File: config.mk
export PLATFORM = sky130hd
export DESIGN_NAME = fifo_uart_tx
export DESIGN_NICKNAME = d
export VERILOG_FILES = /design/src/rtl/fifo_uart_tx.sv
export SDC_FILE = /design/constraint.sdc
export NUM_CORES = 1
export LEC_CHECK = 0
export BUFFER_PORTS_ARGS = -buffer_cell sky130_fd_sc_hd__buf_2
export CAP_MARGIN = 40
export CORE_MARGIN = 1.5
export CORE_UTILIZATION = 40
export DETAILED_ROUTE_END_ITERATION = 10
export SYNTH_ARGS = -nofsm -noshare
export SYNTH_HDL_FRONTEND = slang
export SYNTH_SLANG_ARGS = --single-unit
File: constraint.sdc
create_clock -name clk -period 2.05 [get_ports clk]
set_input_delay 0.3075 -clock clk [delete_from_list [all_inputs] [get_ports clk]]
set_output_delay 0.3075 -clock clk [all_outputs]
set_load 0.01 [all_outputs]
File: src/rtl/fifo_uart_tx.sv
// FIFO drain stage: pops one word at a time and sends it as an async serial frame.
// Define UART_TX_PARITY_EN to insert an even-parity bit between the data bits and stop bit.
module fifo_uart_tx #(
  parameter int DATA_WIDTH   = 8,
  parameter int CLKS_PER_BIT = 16
) (
  input  logic                  clk,
  input  logic                  reset,
  input  logic                  Enable,
  input  logic                  Fifo_Empty,
  input  logic [DATA_WIDTH-1:0] Fifo_Data,
  output logic                  Fifo_Read,
  output logic                  Tx,
  output logic                  Busy,
  output logic                  Frame_Done
);

  localparam int BAUD_W = (CLKS_PER_BIT > 1) ? $clog2(CLKS_PER_BIT) : 1;
  localparam int BIT_W  = $clog2(DATA_WIDTH + 1);
  localparam logic [BAUD_W-1:0] BAUD_LAST = BAUD_W'(CLKS_PER_BIT - 1);
  localparam logic [BAUD_W-1:0] BAUD_PRE  = BAUD_W'(CLKS_PER_BIT - 2);
  localparam logic [BIT_W-1:0]  BIT_LAST  = BIT_W'(DATA_WIDTH - 1);

  typedef enum logic [2:0] {
    IDLE,
    FETCH,
    LOAD,
    START,
    DATA,
`ifdef UART_TX_PARITY_EN
    PARITY,
`endif
    STOP
  } state_t;

  state_t                state;
  logic [DATA_WIDTH-1:0] shreg;
  logic [DATA_WIDTH-1:0] shreg_nxt;
  logic [BIT_W-1:0]      bit_cnt;
  logic [BAUD_W-1:0]     baud;
  logic                  baud_last;

`ifdef UART_TX_PARITY_EN
  logic parity_bit;

  function automatic logic even_parity(input logic [DATA_WIDTH-1:0] w);
    return ^w;
  endfunction
`endif

  assign shreg_nxt = shreg >> 1;
  assign baud_last = (baud == BAUD_LAST);

  // Tx, Fifo_Read, Busy and Frame_Done are all driven from this register block
  always_ff @(posedge clk or posedge reset) begin
    if (reset) begin
      state      <= IDLE;
      Tx         <= 1'b1;
      Fifo_Read  <= 1'b0;
      Busy       <= 1'b0;
      Frame_Done <= 1'b0;
      shreg      <= '0;
      bit_cnt    <= '0;
      baud       <= '0;
`ifdef UART_TX_PARITY_EN
      parity_bit <= 1'b0;
`endif
    end else begin
      Fifo_Read  <= 1'b0;
      Frame_Done <= 1'b0;
      case (state)
        IDLE: begin
          Tx <= 1'b1;
          if (Enable && !Fifo_Empty) begin
            state     <= FETCH;
            Fifo_Read <= 1'b1;
            Busy      <= 1'b1;
          end
        end
        FETCH: state <= LOAD;
        LOAD: begin
          shreg   <= Fifo_Data;
`ifdef UART_TX_PARITY_EN
          parity_bit <= even_parity(Fifo_Data);
`endif
          bit_cnt <= '0;
          baud    <= '0;
          Tx      <= 1'b0;
          state   <= START;
        end
        START: begin
          if (baud_last) begin
            baud  <= '0;
            Tx    <= shreg[0];
            state <= DATA;
          end else begin
            baud <= baud + BAUD_W'(1);
          end
        end
        DATA: begin
          if (baud_last) begin
            baud  <= '0;
            shreg <= shreg_nxt;
            if (bit_cnt == BIT_LAST) begin
              bit_cnt <= '0;
`ifdef UART_TX_PARITY_EN
              Tx    <= parity_bit;
              state <= PARITY;
`else
              Tx    <= 1'b1;
              state <= STOP;
`endif
            end else begin
              bit_cnt <= bit_cnt + BIT_W'(1);
              Tx      <= shreg_nxt[0];
            end
          end else begin
            baud <= baud + BAUD_W'(1);
          end
        end
`ifdef UART_TX_PARITY_EN
        PARITY: begin
          if (baud_last) begin
            baud  <= '0;
            Tx    <= 1'b1;
            state <= STOP;
          end else begin
            baud <= baud + BAUD_W'(1);
          end
        end
`endif
        STOP: begin
          // Registered pulse: raised one edge early so it lands on the stop bit's last clk
          if (baud == BAUD_PRE) Frame_Done <= 1'b1;
          if (baud_last) begin
            baud  <= '0;
            Busy  <= 1'b0;
            state <= IDLE;
          end else begin
            baud <= baud + BAUD_W'(1);
          end
        end
        default: begin
          Tx    <= 1'b1;
          Busy  <= 1'b0;
          state <= IDLE;
        end
      endcase
    end
  end

endmodule
Yosys cells after proc, flatten, opt, wreduce, memory -nomap -nowiden
Index checks and enable logic that the tools add are counted.
{"block": "word_totals", "wordCells": 61, "in_bits": 12, "output_inout_bits": 4, "register_bits": 23}
{"block": "classes", "n_reduce_logical": 12, "n_bitwise": 2, "n_eq_ne": 13, "add_sub_neg": 2, "mux": 24}
{"cell": "one-hot mux 3 bit (6 select lines)", "n": 1}
{"cell": "one-hot mux 4 bit (2 select lines)", "n": 2}
{"cell": "one-hot mux 8 bit (2 select lines)", "n": 1}
{"cell": "two-way mux 3 bit", "n": 5}
{"cell": "two-way mux 4 bit", "n": 3}
{"cell": "inequality test 2 bit (second input constant)", "n": 5}
{"cell": "two-way mux 1 bit", "n": 9}
{"cell": "adder 4 x 1 -> 4 bit (second input constant)", "n": 2}
{"cell": "== test 4 bit (second input constant)", "n": 2}
{"cell": "two-way mux 8 bit", "n": 1}
{"cell": "== test 3 x 2 -> 1 bit (second input constant)", "n": 2}
{"cell": "== test 3 bit (second input constant)", "n": 2}
{"cell": "AND reduction 3 bit", "n": 2}
{"cell": "AND reduction 5 bit", "n": 1}
{"cell": "== test 4 x 3 -> 1 bit (second input constant)", "n": 1}
{"cell": "one-hot mux 1 bit (4 select lines)", "n": 1}
{"cell": "nonzero test 2 bit", "n": 2}
{"cell": "OR reduction 4 bit", "n": 1}
{"cell": "== test 3 x 1 -> 1 bit (second input constant)", "n": 1}
{"cell": "logical NOT 3 bit", "n": 1}
{"cell": "one-hot mux 1 bit (3 select lines)", "n": 1}
{"cell": "OR reduction 3 bit", "n": 1}
{"cell": "NOT 1 bit", "n": 2}
{"cell": "AND reduction 2 bit", "n": 1}
{"cell": "other kinds (3)", "n": 3}

Logic depth before layout (Yosys ltp)
Gate-level depths: netlist of run 1.
{"block": "depth", "word_depth": 4, "mapped_depth": 6}

Worst setup path after synthesis of run 1
No wires, ideal clock.
{"block": "synth_path", "path_type": "register to register", "start": "register baud[0]", "end": "register bit_cnt[0]", "period_less_slack_ps": 1652, "slack_ps": 398, "stages_incl_launch_ff": 7, "required_time_ps": 1925, "arrival_time_ps": 1527, "path_buffers": 1, "path_cell_list": "dfrtp_1 ha_1 nand3_4 o21a_1 or2_0 buf_2 mux2_4"}
{"block": "synth_between", "elab_chain_cells": 3}
{"element": "start, declared", "line_no": "40", "text": "logic [BAUD_W-1:0] baud;"}
{"element": "start signal, assigned", "line_no": "97", "text": "baud <= baud + BAUD_W'(1);"}
{"element": "start signal, assigned", "line_no": "118", "text": "baud <= baud + BAUD_W'(1);"}
{"element": "start signal, assigned", "line_no": "140", "text": "baud <= baud + BAUD_W'(1);"}
{"element": "== test 4 bit", "line_no": "52", "text": "assign baud_last = (baud == BAUD_LAST);"}
{"element": "inequality test 2 bit (no line)"}
{"element": "AND reduction 2 bit (no line)"}
{"element": "end signal, assigned", "line_no": "114", "text": "bit_cnt <= bit_cnt + BIT_W'(1);"}
{"element": "end, declared", "line_no": "39", "text": "logic [BIT_W-1:0] bit_cnt;"}
No other way between the ends.
A chain may end at the register's enable or synchronous reset.

Worst setup path in the final report of run 1
Ends and elaborated chain as after synthesis.

==> out/qor.yml, run 1 <==
outcome: "complete, no violations"
clkTransAtPathRegs_ns: 0.14
numPortBuffers: 15
htree_levels: 1
finalCritPeriodShare: 0.920
gp_congestion: 0.741
hold_buffers: 0
period_needed_ns: 1.89
slew_violations: 0
nets: 169
overflow: 0
drtPass1Iterations: 4
start_kind: "flop"
placementRows: 20
synth_cell_types: 38
grt_usage: 0.169
pin_count: 16
fmax_mhz: 530
wl_per_cell_um: 13.3
crit_arrival_ns: 2.10
path_class: "flop to flop"
cts_setup_buffers: 0
dp_cells: 193
dieArea_um2: 3600
coreArea_um2: 3080
clk_latency_ns: 0.31
ir_drop_mv: 0.258
timing.hold.ws_ns: 0.00716
multi_input_area_um2: 639
finalClockSkew_ns: 0.00979
syn_nets: 156
setup_viol: 0
drtAntennaViolNets: 0
maxCapViolCount: 0
hold_class: "input port to async pin"
final_cell_mix: "22 x dfrtp_1, 22 x o21ai_0, 15 x buf_2"
die-width_um: 60.0
initial_core_util: 0.422
post-route-util: 0.465
p_leak_uw: 0.000660
cts_tree: "yes"
drive_gt1_frac: 0.196
worst_pin_slew_ns: 0.509
relSlewSlack: 0.661
grt_pass1_wl_mm: 4.64
hold_violations: 0
cts_resized: 0
required_ns: 2.27
fp.dieH_um: 60.0
drc: 0
setup_tns_ns: 0
cts-root-buf: "clkbuf_4"
syn_avg_cell_area_um2: 9.21
cp_max_fo: 10
synth_area_um2: 1300
rrSetupSlack_ns: 0.16
ys_seq_elements: 23
register_area_um2: 577
ys_seq_area_frac: 0.444
antenna_found_initial: 0
drt_wl_total_mm: 2.63
p_per_area_nw_per_um2: 497
vias_per_cell: 5.48
area_delta_synth_final_pct: 10.1
cp-end-kind: "flop"
synth.yosys.warnings: 0
clockBufferDepth: 2
cts_buffers: 3
synth_cells: 141
initialDrtViolationCount: 47
grt_max_degree: 24
n_fill_cell: 302
synthTopCellsByArea: "dfrtp_1 42%, o21ai_0 8.5%, mux2i_1 6.2%"
n_antenna_cell: 0
synthArstFlopShare: 1.00
synth_top_area_frac: 0.424
yosysTopAreaCell: "dfrtp_1"
cts_num_sinks: 23
num_vias: 1080
rsz0062_at_grt: "false"
grt_pass1_vias: 1060
dpl.hpwl_mm: 1.88
synth_edf_count: 0
ys.flop_type: "dfrtp_1"
stdcell_count: 197
==> path summary, 6_finish.rpt <==
kind,cells past startpoint,start,end
min in group clk,4,Fifo_Empty,Fifo_Read
min reg2reg,1,bit_cnt[3],bit_cnt[3]
max in group asynchronous,3,reset,Tx
min,3,reset,bit_cnt[0]
max,5,baud[0],bit_cnt[0]
max reg2reg,5,baud[0],bit_cnt[0]
==> worst max-delay path: stages, from the launching register on <==
cell	delay [ns]
dfrtp_1	0.47
ha_1	0.28
nand3_4	0.12
o21a_1	0.21
or2_0	0.37
mux2_4	0.33
==> per-stage QoR <==
step                      cell area (um^2)  power [uW]  setup slack, ns
final                                 1430         710            0.164
after global routing                  1430         745           0.0306
after CTS                             1430         719            0.156
after detailed placement              1400         507            0.173
after global placement                1400         506            0.249
after floorplan                       1300         489            0.398
==> area by class of cell <==
| cell class | instances | area share |
|---|---|---|
| multi-input cells | 102 | 0.447 |
| flip-flops and latches | 23 | 0.403 |
| repair buffers | 21 | 0.0840 |
| well taps | 44 | 0.0385 |
| clock buffers | 3 | 0.0157 |
| inverters | 3 | 0.00787 |
| clock inverters | 1 | 0.00350 |
==> where the power goes <==
part	internal (uW)	switching [uW]	leakage [uW]	total [uW]
Sequential	461	3.91	0.000271	465
Clock	72.8	139	0.0000177	212
Combinational	15.1	17.4	0.000371	32.5
Total	549	161	0.000660	710
==> layer usage <==
metal	GRT usage	up-vias	share of wire
li1	-	529	-
met1	0.234	529	0.48
met2	0.269	20	0.48
met3	0.0195	2	0.028
met4	0.0635	0	0.0065
met5	0	-	0
==> synth_stat cells, types with 2 or more instances <==
| library cell | number |
|---|---|
| nand2_1 | 10 |
| buf_4 | 2 |
| buf_2 | 5 |
| inv_1 | 3 |
| ha_1 | 3 |
| a31oi_1 | 3 |
| a41oi_1 | 2 |
| nand3b_1 | 2 |
| nor2b_1 | 3 |
| a2bb2oi_1 | 2 |
| nor3_1 | 5 |
| o22ai_1 | 2 |
| a21oi_1 | 9 |
| dfrtp_1 | 22 |
| and3_1 | 2 |
| o21ai_0 | 22 |
| clkbuf_1 | 4 |
| nor2_1 | 12 |
| mux2i_1 | 8 |
| nand2b_1 | 2 |
==> flip-flops by register name, summed over array words and instances, names as in the netlist <==
register    cells
shreg           8
baud            4
bit_cnt         4
state           3
Busy            1
Fifo_Read       1
Frame_Done      1
Tx              1
==> kinds of logic (layout without fill, tap and decap cells) <==
logic type	Yosys count	in the layout	synth area share
compound gates	47	47	0.214
buf+inv	16	28	0.0636
mux	10	10	0.0819
fa+ha+maj	3	3	0.0289
simple gates	42	42	0.168
flops	23	23	0.444
Note: power is estimated with default switching activity, not from simulation.
==> run 2, diff against run 1 <==
--- a/config.mk
+++ b/config.mk
@@ -5,7 +5,7 @@
 export SDC_FILE = /design/constraint.sdc
 export NUM_CORES = 1
 export LEC_CHECK = 0
-export BUFFER_PORTS_ARGS = -buffer_cell sky130_fd_sc_hd__buf_2
+export BUFFER_PORTS_ARGS = -buffer_cell sky130_fd_sc_hd__buf_4
 export CAP_MARGIN = 40
 export CORE_MARGIN = 1.5
 export CORE_UTILIZATION = 40
==> constraint.sdc (replaced) <==
create_clock -name clk -period 2.1 [get_ports clk]
set_input_delay 0.315 -clock clk [delete_from_list [all_inputs] [get_ports clk]]
set_output_delay 0.315 -clock clk [all_outputs]
set_load 0.01 [all_outputs]
==> run 2 against run 1 <==
- fmax up 0.53%
- highest routed layer unchanged
- clock power fell by 3%
- largest power group unchanged
- routed wire length shrank 0.42%
- worst setup slack improved by 0.060 ns
- clock-buffer cell count unchanged
- hold slack improved by 0.020 ns
- flip-flop and latch count unchanged
- die area unchanged
- critical path type unchanged
- non-clock buffer count is the same
- first-iteration DRC count increased by 40%
- register-to-register slack improved by 0.06 ns
==> out/qor.yml, run 2 (same netlist as run 1, synthesis figures left out) <==
crit_arrival_ns: 2.09
cts_setup_buffers: 0
stdcell_area_um2: 1470
wl_per_cell_um: 13.3
top_regs: "shreg (8), baud (4), bit_cnt (4)"
nets: 169
coreArea_um2: 3080
antenna_found_initial: 0
finalCritPeriodShare: 0.893
relSlewSlack: 0.668
cts_buffers: 3
clkTransAtPathRegs_ns: 0.13
grt_max_degree: 24
p_per_area_nw_per_um2: 475
setup_viol: 0
vias_per_cell: 5.29
rr_endpoint: "bit_cnt[0]"
pre_cts_ws_ns: 0.232
grt_usage: 0.165
p_leak_uw: 0.000672
hold_class: "input port to async pin"
finalClockSkew_ns: 0.00909
maxCapViolCount: 0
largest_register: "shreg"
r2r_start: "baud[0]"
swShare: 0.222
cts-root-buf: "clkbuf_4"
seq_power_share: 0.652
cp-end-kind: "flop"
gp_congestion: 0.783
period_needed_ns: 1.88
crit_start: "baud[0]"
numPortBuffers: 15
drive_gt1_frac: 0.196
num_vias: 1042
cts_tree: "yes"
hold_violations: 0
worst_pin_slew_ns: 0.497
overflow: 0
drtPass1Iterations: 4
drt_wl_total_mm: 2.62
grt_pass1_vias: 989
start_kind: "flop"
power_switching_uw: 154
rsz0062_at_grt: "false"
clock_power_share: 0.295
die-width_um: 60.0
internal_power_uw: 542
fmax_mhz: 533
clk_latency_ns: 0.31
cp_max_fo: 10
initial_core_util: 0.422
rrSetupSlack_ns: 0.22
drtAntennaViolNets: 0
cts_resized: 0
largest_register_ffs: 8
ir_drop_mv: 0.182
path_class: "flop to flop"
pwr-share-comb: 0.053
area_delta_synth_final_pct: 13.0
cts_num_sinks: 23
htree_levels: 1
pin_count: 16
grt_pass1_wl_mm: 4.56
worst_slack_ns: 0.224
required_ns: 2.32
slew_violations: 0
fp.dieH_um: 60.0
initialDrtViolationCount: 66
final_cell_mix: "22 x dfrtp_1, 22 x o21ai_0, 21 x buf_4"
ff2ff_path_depth: 5
hold_buffers: 0
drc: 0
clockBufferDepth: 2
crit_end: "bit_cnt[0]"
n_antenna_cell: 0
dieArea_um2: 3600
outcome: "complete, no violations"
dpl.hpwl_mm: 1.86
placementRows: 20
setup_tns_ns: 0
place_area_um2: 1440
run 2: cell counts in the layout (fill, tap and decap cells not counted):
No cell type changed its count.
run 2: through the flow:
stage	cells	hold WS (ns)	total power, uW	utilization
floorplan	141	0.316	477	-
finish	197	0.0270	697	0.477
detailed placement	193	0.389	501	0.468
CTS	197	0.0335	708	0.477
global route	197	0.0430	732	0.477
global placement	193	0.381	500	0.468
run 2: how the worst min path moves through the flow:
stage | startpoint | endpoint | slack (ns) | depth (start not counted)
2_1_floorplan | reset | Busy | 0.32 | 1
3_3_place_gp | reset | Frame_Done | 0.38 | 3
3_5_place_dp | reset | baud[2] | 0.39 | 3
4_1_cts | reset | bit_cnt[0] | 0.03 | 3
5_1_grt | reset | bit_cnt[0] | 0.04 | 3
6_report | reset | bit_cnt[1] | 0.03 | 3
run 2: layout make-up:
type	instances	area, um^2
inverters	3	11.3
fillers	302	1610
multi-input cells	102	639
flip-flops and latches	23	577
clock inverters	1	5.00
repair buffers	21	158
well taps	44	55.1
clock buffers	3	22.5
run 2: routing by layer:
layer,wire length [um],vias up,track usage
met1,1280,490,0.244
met4,20,0,0.0317
li1,-,531,-
met5,0,-,0
met3,85,4,0.0346
met2,1230,17,0.250
run 2: power by group through the flow:
| stage | clock network [uW] | logic (uW) | registers, uW |
|---|---|---|---|
| 2_1_floorplan | 0 | 15.3 | 462 |
| 3_3_place_gp | 0 | 37.9 | 462 |
| 3_5_place_dp | 0 | 38.7 | 463 |
| 4_1_cts | 215 | 38.7 | 454 |
| 5_1_grt | 235 | 42.0 | 455 |
| 6_report | 205 | 37.1 | 454 |
run 2: worst max-delay path: stages, from the launching register on:
cell	delay [ns]
dfrtp_1	0.46
ha_1	0.29
nand3_4	0.13
o21a_1	0.21
or2_0	0.37
mux2_4	0.33
==> run 3, diff against run 2 <==
--- a/config.mk
+++ b/config.mk
@@ -7,8 +7,9 @@
 export LEC_CHECK = 0
 export BUFFER_PORTS_ARGS = -buffer_cell sky130_fd_sc_hd__buf_4
 export CAP_MARGIN = 40
-export CORE_MARGIN = 1.5
+export CORE_MARGIN = 3
 export CORE_UTILIZATION = 40
+export CTS_BUF_LIST = sky130_fd_sc_hd__clkbuf_8
 export DETAILED_ROUTE_END_ITERATION = 10
 export SYNTH_ARGS = -nofsm -noshare
 export SYNTH_HDL_FRONTEND = slang
==> run 3 against run 2 <==
- fmax increased by 0.93%
- global-route usage decreased by 1.3 points
- sequential power about the same
- worst setup slack improved by 0.017 ns
- non-clock buffer count unchanged
- critical endpoint unchanged
==> out/qor.yml, run 3 (same netlist as run 1, synthesis figures left out) <==
path_depth: 5
cts_num_sinks: 23
setup_viol: 0
multi_input_area_um2: 639
wl_per_cell_um: 13.5
num_vias: 1065
p_leak_uw: 0.000680
ir_drop_mv: 0.205
register_area_um2: 577
r2r_start: "baud[0]"
internal_power_uw: 603
pre_cts_ws_ns: 0.258
cts_buffers: 3
largest_register_ffs: 8
coreArea_um2: 3080
pin_count: 16
worst_pin_slew_ns: 0.461
outcome: "complete, no violations"
cp_max_fo: 10
power.total_uw: 768
swShare: 0.214
cp-end-kind: "flop"
grt_usage: 0.152
finalCritPeriodShare: 0.885
fmax_mhz: 538
clkTransAtPathRegs_ns: 0.08
gp_congestion: 0.793
hold_buffers: 0
cts-root-buf: "clkbuf_8"
final_cell_mix: "22 x dfrtp_1, 22 x o21ai_0, 21 x buf_4"
start_kind: "flop"
initialDrtViolationCount: 24
cts_resized: 0
crit_arrival_ns: 2.02
drt_wl_total_mm: 2.66
grt_max_degree: 24
numPortBuffers: 15
ff2ff_path_depth: 5
relSlewSlack: 0.692
cts_tree: "yes"
path_class: "flop to flop"
power_switching_uw: 165
clockBufferDepth: 2
period_needed_ns: 1.86
antenna_found_initial: 0
crit_start: "baud[0]"
hold_class: "input port to async pin"
area_delta_synth_final_pct: 14.5
fp.dieH_um: 63.0
grt_pass1_vias: 1071
n_fill_cell: 296
finalClockSkew_ns: 0.00297
slew_violations: 0
dpl.hpwl_mm: 1.92
nets: 169
seq_power_share: 0.591
maxCapViolCount: 0
slowest_delay_ns: 0.45
rrSetupSlack_ns: 0.24
n_antenna_cell: 0
drtAntennaViolNets: 0
placementRows: 20
top_regs: "shreg (8), baud (4), bit_cnt (4)"
cts_setup_buffers: 0
pwr-share-comb: 0.049
rr_endpoint: "bit_cnt[0]"
slowest_stage: "dfrtp_1"
htree_levels: 1
setup_tns_ns: 0
path_cells: "ha_1 > nand3_4 > o21a_1 > or2_0 > mux2_4"
crit_end: "bit_cnt[0]"
drive_gt1_frac: 0.196
drc: 0
required_ns: 2.26
hold_violations: 0
drtPass1Iterations: 4
initial_core_util: 0.422
grt_pass1_wl_mm: 4.84
largest_register: "shreg"
critPathTopFamily: "simple AND/OR/NAND/NOR gates"
clock_power_share: 0.360
rsz0062_at_grt: "false"
die-width_um: 63.0
clk_latency_ns: 0.27
path_buf_inv: 0
worst_slack_ns: 0.242
dieArea_um2: 3970
vias_per_cell: 5.41
p_per_area_nw_per_um2: 517
overflow: 0
==> run 3: worst min path at each step <==
stage	slack, ns	cells past startpoint	endpoint
2_1_floorplan	0.32	1	Busy
3_3_place_gp	0.38	3	Frame_Done
3_5_place_dp	0.39	3	bit_cnt[1]
4_1_cts	0.09	3	Frame_Done
5_1_grt	0.11	3	shreg[0]
6_report	0.08	3	baud[0]
==> run 3: worst register-to-register path: stages, from the launching register on <==
cell,delay (ns)
dfrtp_1,0.45
ha_1,0.28
nand3_4,0.12
o21a_1,0.21
or2_0,0.36
mux2_4,0.32
==> run 3: metrics by stage <==
stage	cell area, um^2	util	hold slack [ns]	instances
6_report	1490	0.483	0.0786	197
2_1_floorplan	1300	-	0.316	141
3_3_place_gp	1440	0.468	0.384	193
3_5_place_dp	1440	0.468	0.388	193
5_1_grt	1490	0.483	0.113	197
4_1_cts	1490	0.483	0.0916	197
==> run 3: area by class of cell <==
cell class | instances | area share
tap | 44 | 0.0370
clock buffer | 3 | 0.0278
inverter | 3 | 0.00758
timing repair buffer | 21 | 0.106
sequential | 23 | 0.388
clock inverter | 1 | 0.00337
multi-input combinational | 102 | 0.430
==> run 3: layer usage <==
metal / part of all wire / global-route usage / vias to the layer above
li1: - / - / 532
met1: 0.47 / 0.195 / 514
met2: 0.48 / 0.245 / 14
met3: 0.031 / 0.0360 / 5
met4: 0.018 / 0.0634 / 0
met5: 0 / 0 / -
==> run 3: power by group through the flow <==
| stage | Sequential [uW] | Combinational (uW) | Clock, uW |
|---|---|---|---|
| final | 454 | 37.8 | 277 |
| after global routing | 455 | 44.1 | 303 |
| after CTS | 454 | 39.1 | 282 |
| after detailed placement | 463 | 39.3 | 0 |
| after global placement | 462 | 38.1 | 0 |
| after floorplan | 462 | 15.3 | 0 |
